### config.mk
export PLATFORM = sky130hd
export DESIGN_NAME = mem_port_arbiter
export DESIGN_NICKNAME = d
export VERILOG_FILES = /design/src/rtl/mem_port_arbiter.sv
export SDC_FILE = /design/constraint.sdc
export NUM_CORES = 1
export LEC_CHECK = 0
export CORE_ASPECT_RATIO = 0.5
export CORE_MARGIN = 5
export CORE_UTILIZATION = 34
export CTS_BUF_LIST = sky130_fd_sc_hd__clkbuf_4
export CTS_CLUSTER_DIAMETER = 50
export DETAILED_ROUTE_END_ITERATION = 16
export PLACE_DENSITY_LB_ADDON = 0.2
export SYNTH_ARGS = -nofsm -noshare
export SYNTH_HDL_FRONTEND = slang
export SYNTH_SLANG_ARGS = --single-unit
### constraint.sdc
create_clock -name clk -period 6.1 [get_ports clk]
set_clock_uncertainty 0.2 [all_clocks]
set_input_delay 0.61 -clock clk [delete_from_list [all_inputs] [get_ports clk]]
set_output_delay 0.61 -clock clk [all_outputs]
set_load 0.05 [all_outputs]
### src/rtl/mem_port_arbiter.sv
// mem_port_arbiter: shares one synchronous-read memory port between the core (A) and the debug/loader port (B).
module mem_port_arbiter #(
    parameter int WORD_SIZE  = 20,
    parameter int ADDR_WIDTH = 16,
    parameter int MAX_WAIT   = 3,
    parameter int BURST_MAX  = 8
) (
    input  logic                  clk,
    input  logic                  reset_n,
    input  logic                  a_req,
    input  logic [ADDR_WIDTH-1:0] a_addr,
    input  logic [WORD_SIZE-1:0]  a_wdata,
    input  logic                  a_write,
    output logic                  a_grant,
    output logic                  core_stall,
    output logic                  a_rvalid,
    input  logic                  b_req,
    input  logic [ADDR_WIDTH-1:0] b_addr,
    input  logic [WORD_SIZE-1:0]  b_wdata,
    input  logic                  b_write,
    input  logic                  b_lock,
    output logic                  b_grant,
    output logic                  b_rvalid,
    input  logic                  halt_req,
    output logic                  halt_ack,
    output logic [ADDR_WIDTH-1:0] mem_addr,
    output logic [WORD_SIZE-1:0]  mem_wdata,
    output logic                  mem_write,
    input  logic [WORD_SIZE-1:0]  mem_rdata
);
    typedef enum logic [1:0] {RUN, BURST, HALT} state_t;
    localparam logic [3:0] WMAX = 4'(MAX_WAIT);
    localparam logic [7:0] BMAX = 8'(BURST_MAX);
    state_t     state, state_nx;
    logic [3:0] wait_cnt, wait_nx;
    logic [7:0] burst_cnt, burst_nx;
    always_comb begin
        a_grant  = 1'b0;
        b_grant  = 1'b0;
        state_nx = state;
        wait_nx  = wait_cnt;
        burst_nx = burst_cnt;
        case (state)
            RUN: begin
                b_grant = b_req && (!a_req || wait_cnt == WMAX);
                a_grant = a_req && !b_grant;
                wait_nx = (b_grant || !b_req) ? 4'd0 : (a_req && wait_cnt != WMAX) ? wait_cnt + 4'd1 : wait_cnt;
                if (b_grant && b_lock && BURST_MAX > 1) begin
                    state_nx = BURST;
                    burst_nx = 8'd1;
                end else if (halt_req) begin
                    state_nx = HALT;
                end
            end
            BURST: begin
                b_grant  = b_req;
                burst_nx = burst_cnt + {7'd0, b_grant};
                if (!b_req || !b_lock || burst_nx == BMAX) begin
                    state_nx = halt_req ? HALT : RUN;
                    burst_nx = 8'd0;
                    wait_nx  = 4'd0;
                end
            end
            HALT: begin
                b_grant  = b_req;
                state_nx = halt_req ? HALT : RUN;
            end
            default: state_nx = RUN;
        endcase
        // reset overrides everything so no access leaks out while reset_n is low
        if (!reset_n) begin
            a_grant = 1'b0;
            b_grant = 1'b0;
        end
    end
    assign core_stall = !reset_n || state == HALT || (a_req && !a_grant);
    assign mem_addr   = b_grant ? b_addr : a_addr;
    assign mem_wdata  = b_grant ? b_wdata : a_wdata;
    assign mem_write  = (a_grant && a_write) || (b_grant && b_write);
    always_ff @(posedge clk) begin
        if (!reset_n) begin
            state     <= RUN;
            wait_cnt  <= 4'd0;
            burst_cnt <= 8'd0;
            a_rvalid  <= 1'b0;
            b_rvalid  <= 1'b0;
            halt_ack  <= 1'b0;
        end else begin
            state     <= state_nx;
            wait_cnt  <= wait_nx;
            burst_cnt <= burst_nx;
            a_rvalid  <= a_grant;
            b_rvalid  <= b_grant;
            halt_ack  <= state_nx == HALT;
        end
    end
endmodule

==> Word-level counts from Yosys, hierarchy flattened <==
Cells that the tools add are included.
{ "totals": {"regBits": 17, "out_inout_bits": 43, "elab_cells": 60} }
{ "op_classes": {"n_addsub": 2, "n_eq_ne": 9, "mux": 18, "reduce_logical": 25} }
{ "op_table": {"columns": ["cell", "count"], "rows": [
  ["2-to-1 mux 20 bit", 1],
  ["2-to-1 mux 16 bit", 1],
  ["2-to-1 mux 8 bit", 2],
  ["case mux 8 bit (2 select lines)", 1],
  ["2-to-1 mux 4 bit", 3],
  ["adder 8 x 1 -> 8 bit", 1],
  ["== test 8 x 4 -> 1 bit (second input constant)", 1],
  ["2-to-1 mux 2 bit", 4],
  ["case mux 4 bit (2 select lines)", 1],
  ["logical AND 1 bit", 7],
  ["logical OR 1 bit", 7],
  ["logical NOT 1 bit", 6],
  ["case mux 2 bit (3 select lines)", 1],
  ["adder 4 x 1 -> 4 bit (second input constant)", 1],
  ["== test 2 bit (second input constant)", 2],
  ["== test 4 x 2 -> 1 bit (second input constant)", 1],
  ["!= test 2 bit (second input constant)", 2],
  ["!= test 4 x 2 -> 1 bit (second input constant)", 1],
  ["2-to-1 mux 1 bit", 3],
  ["!= test 3 bit (second input constant)", 1],
  ["AND reduction 3 bit", 1],
  ["== test 2 x 1 -> 1 bit (second input constant)", 1],
  ["logical NOT 2 bit", 1],
  ["case mux 1 bit (2 select lines)", 1],
  ["3 further kinds", 3]
]} }

==> Logic depth before layout (Yosys ltp) <==
{ "logic_depth": {"ltp_word": 10, "depth_mapped": 10} }

==> Worst setup path before layout <==
OpenSTA, ideal clock, no wires.
{ "synth_timing": {"kind": "register to output", "startpoint": "register wait_cnt[0]", "endpoint": "output mem_write", "arrival_ps": 2388, "slack_ps": 2902, "path_stages_with_launch": 11, "path_buffers": 3, "path_cell_list": "dfxtp_1 -> ha_1 -> or3b_1 -> buf_2 -> nand2_2 -> a21o_1 -> nand3_2 -> buf_6 -> buf_6 -> inv_1 -> a22o_1"} }
{ "synth_via": {"elab_cells_between_ends": 12, "cone_classes": "eq/ne (1); mux (4); reduce/logical (7)"} }
{ "synth_lines": {"columns": ["element", "line_no", "rtl"], "rows": [
  ["from (decl)", "35", "logic [3:0] wait_cnt, wait_nx;"],
  ["from (signal assigned)", "90", "wait_cnt <= wait_nx;"],
  ["== test 4 x 2 -> 1 bit", "45", "b_grant = b_req && (!a_req || wait_cnt == WMAX);"],
  ["logical OR 1 bit", "45", null],
  ["logical AND 1 bit", "45", null],
  ["case mux 1 bit (2 select lines)", "43", "case (state)"],
  ["2-to-1 mux 1 bit", "71", "if (!reset_n) begin"],
  ["named net b_grant", "22", "output logic b_grant,"],
  ["logical AND 1 bit", "79", "assign mem_write = (a_grant && a_write) || (b_grant && b_write);"],
  ["logical OR 1 bit", "79", null],
  ["to (decl)", "28", "output logic mem_write,"]
]} }
The timed path passes the listed nets, and every way through them passes these cells.

==> Worst setup path after layout <==
{ "layout_timing": {"startpoint": "input reset_n", "endpoint": "output mem_addr[12]"} }
{ "layout_via": {"elab_chain_len": 2} }
{ "layout_rtl": {"columns": ["element", "line_no", "rtl"], "rows": [
  ["from (decl)", "9", "input logic reset_n,"],
  ["2-to-1 mux 1 bit", "71", null],
  ["2-to-1 mux 16 bit", "77", "assign mem_addr = b_grant ? b_addr : a_addr;"],
  ["to (decl)", "26", "output logic [ADDR_WIDTH-1:0] mem_addr,"]
]} }
Every way passes these cells.

==> impl_metrics.json <==
{
  "synth-seq-cells": 17,
  "cp.required_ns": 5.29,
  "hold_buffers": 0,
  "drtIter0Drc": 127,
  "dieArea_mm2": 0.00617,
  "multi_input_area_mm2": 0.00115,
  "ff_latch_area_um2": 340,
  "clk_latency_ns": 0.29,
  "postCtsSetupRepairBufs": 0,
  "switchingPower_mw": 0.193,
  "clk_path_buf_depth": 2,
  "drt-pass1-iter-count": 4,
  "crit_fanout": 38,
  "nets": 401,
  "critPathKind": "in -> out",
  "p_int_mw": 0.278,
  "cp_data_arrival_time_ns": 3.49,
  "antenna_left": 0,
  "grt_setup_unrepaired": "no",
  "area_growth_pct": 80.8,
  "leakagePower_nw": 1.17,
  "yosysTopAreaCell": "dfxtp_1",
  "cts_tree": "built",
  "status": "finished, final reports clean",
  "synth_flop_cell": "dfxtp_1",
  "worstSetupStartpointType": "input pin",
  "fp.dieH_um": 58.1,
  "syn_area_mm2": 0.00157,
  "antenna_found_initial": 0,
  "grt_usage": 0.178,
  "routed_wl_um": 5900,
  "synth-edff-count": 0,
  "async_reset_ff_frac": 0,
  "vias_per_cell": 5.04,
  "rows": 17,
  "ios": 143,
  "yosysSeqAreaShare": 0.216,
  "worst_setup_path_end_kind": "primary output",
  "cts.sinks": 17,
  "wl_per_cell_um": 16.8,
  "ctsRootBufferMaster": "clkbuf_4",
  "max_slew_margin": 0.625,
  "p_seq_frac": 0.255,
  "drc": 0,
  "netlist-cell-type-count": 42,
  "start_util": 0.355,
  "ys_top_cells_by_area": "dfxtp_1 (22%), mux2_4 (17%), mux2_2 (13%)",
  "timing_hold_violations_final": 0,
  "setup_viol": 0,
  "switching_share": 0.409,
  "worst_pin_slew_ns": 0.560,
  "grt_overflow_total": 0,
  "die_x_um": 106,
  "postLayoutCoreUtil": 0.643,
  "grt_pass1_vias": 1727,
  "ys_warn_count": 0,
  "grt_max_degree": 39,
  "cts_resized": 0,
  "synth_cells": 175,
  "antennaDiodeCount": 0,
  "via_count": 1764,
  "fin_crit_sh": 0.706,
  "p_per_area_mw_per_mm2": 165,
  "cts_made_buffers": 3,
  "synth.avg_cell_area_um2": 8.99,
  "io_buffers": 122,
  "hp-class": "reg -> reg",
  "tns_ns": 0,
  "drv_slew": 0,
  "drive_gt1_frac": 0.160,
  "htreeDepth": 1,
  "period_needed_ns": 4.30,
  "ir_worst_vdd_mv": 0.0620,
  "maxCapViolCount": 0,
  "share_comb_of_total_power": 0.607,
  "p_clk_frac": 0.138,
  "fillers": 354,
  "yosysTopAreaCellShare": 0.216,
  "gp_congestion": 0.877,
  "grt_first_pass_wirelength_um": 8900,
  "dp_hpwl_um": 4920,
  "clk_pin_slew_ns": 0.10,
  "fmax_mhz": 232,
  "coreArea_mm2": 0.00442,
  "syn_nets": 282
}
[Yosys cell counts, types with 2 or more instances]
| cell | count |
|---|---|
| dfxtp_1 | 17 |
| nor3_1 | 2 |
| and3_1 | 2 |
| buf_2 | 2 |
| nand3_1 | 10 |
| o21a_1 | 2 |
| o22ai_1 | 2 |
| and2_1 | 2 |
| nor2b_1 | 6 |
| clkbuf_1 | 4 |
| nand4_1 | 4 |
| mux2i_1 | 2 |
| buf_6 | 3 |
| inv_1 | 6 |
| a21o_1 | 3 |
| o21ai_0 | 4 |
| a31oi_1 | 6 |
| o221a_2 | 2 |
| nand2_1 | 15 |
| a21oi_1 | 5 |
| ha_1 | 7 |
| o2111ai_1 | 2 |
| nor2_1 | 14 |
| mux2_2 | 18 |
| mux2_4 | 18 |
[metrics by stage]
stage | worst slack, ns | std cells | hold WS (ns) | total power [mW] | cell area [um2]
4_1_cts | 1.80 | 350 | 0.277 | 0.475 | 2840
2_1_floorplan | 2.90 | 175 | 0.225 | 0.298 | 1570
3_3_place_gp | 1.82 | 346 | 0.247 | 0.405 | 2810
5_1_grt | 1.64 | 350 | 0.297 | 0.490 | 2840
3_5_place_dp | 1.81 | 346 | 0.261 | 0.408 | 2810
6_report | 1.80 | 350 | 0.280 | 0.471 | 2840
[flip-flops by register name (all words and copies together), names as in the netlist]
register,flops
state,2
burst_cnt,8
wait_cnt,4
halt_ack,1
b_rvalid,1
a_rvalid,1
[logic make-up after synthesis]
group,share of synthesized area
AO/OA/AOI/OAI,0.159
multiplexers,0.313
AND/OR/NAND/NOR,0.204
adder cells (fa/ha/maj),0.0557
buffers and inverters,0.0517
flip-flops,0.216
[critical path, cell delays in order]
cell,delay [ns]
clkdlybuf4s50_1,0.78
inv_1,0.22
nor2_1,0.35
nand3_2,0.10
buf_4,0.31
mux2_2,0.29
clkdlybuf4s50_1,0.82
[placed cells by master, fill, tap and decap left out, drive strengths merged, types with 2 or more instances in the layout]
cell / n
a21o: 3
and2: 2
mux2: 36
and3: 2
a21oi: 5
a31oi: 6
nor2: 14
clkbuf: 4
o21a: 2
o2111ai: 2
o221a: 2
nand4: 4
nand3: 11
inv: 6
o22ai: 2
nor3: 2
mux2i: 2
dfxtp: 17
clkdlybuf4s50: 122
nor2b: 6
o21ai: 4
ha: 7
nand2: 16
[power groups by stage]
stage               logic (mW)  clock network, mW  registers (mW)
floorplan                0.170                  0           0.129
CTS                      0.287             0.0677           0.120
global route             0.299             0.0717           0.120
detailed placement       0.286                  0           0.122
finish                   0.286             0.0650           0.120
global placement         0.283                  0           0.122
[metal layers]
metal / track usage / part of all wire / up-vias
met5: 0 / 0 / -
met4: 0.0387 / 0.014 / 0
met3: 0.0590 / 0.083 / 6
met2: 0.320 / 0.48 / 63
met1: 0.211 / 0.42 / 808
li1: - / - / 887
[final timing paths]
kind,slack [ns],to,start,cells past startpoint
setup / recovery,1.80,mem_addr[12],reset_n,7
hold / removal,0.28,wait_cnt[3]$_SDFFE_PN0P_,wait_cnt[3]$_SDFFE_PN0P_,1
setup reg to reg,3.78,state[1]$_SDFF_PN0_,burst_cnt[0]$_SDFFE_PN0P_,7
hold reg to reg,0.28,wait_cnt[3]$_SDFFE_PN0P_,wait_cnt[3]$_SDFFE_PN0P_,1
[final cells by class]
| class | instances | share of cell area |
|---|---|---|
| Timing Repair Buffer | 123 | 0.432 |
| Multi-Input combinational cell | 143 | 0.405 |
| Sequential cell | 17 | 0.120 |
| Tap cell | 57 | 0.0251 |
| Clock buffer | 4 | 0.0106 |
| Inverter | 6 | 0.00792 |
(Power assumes the default switching activity.)
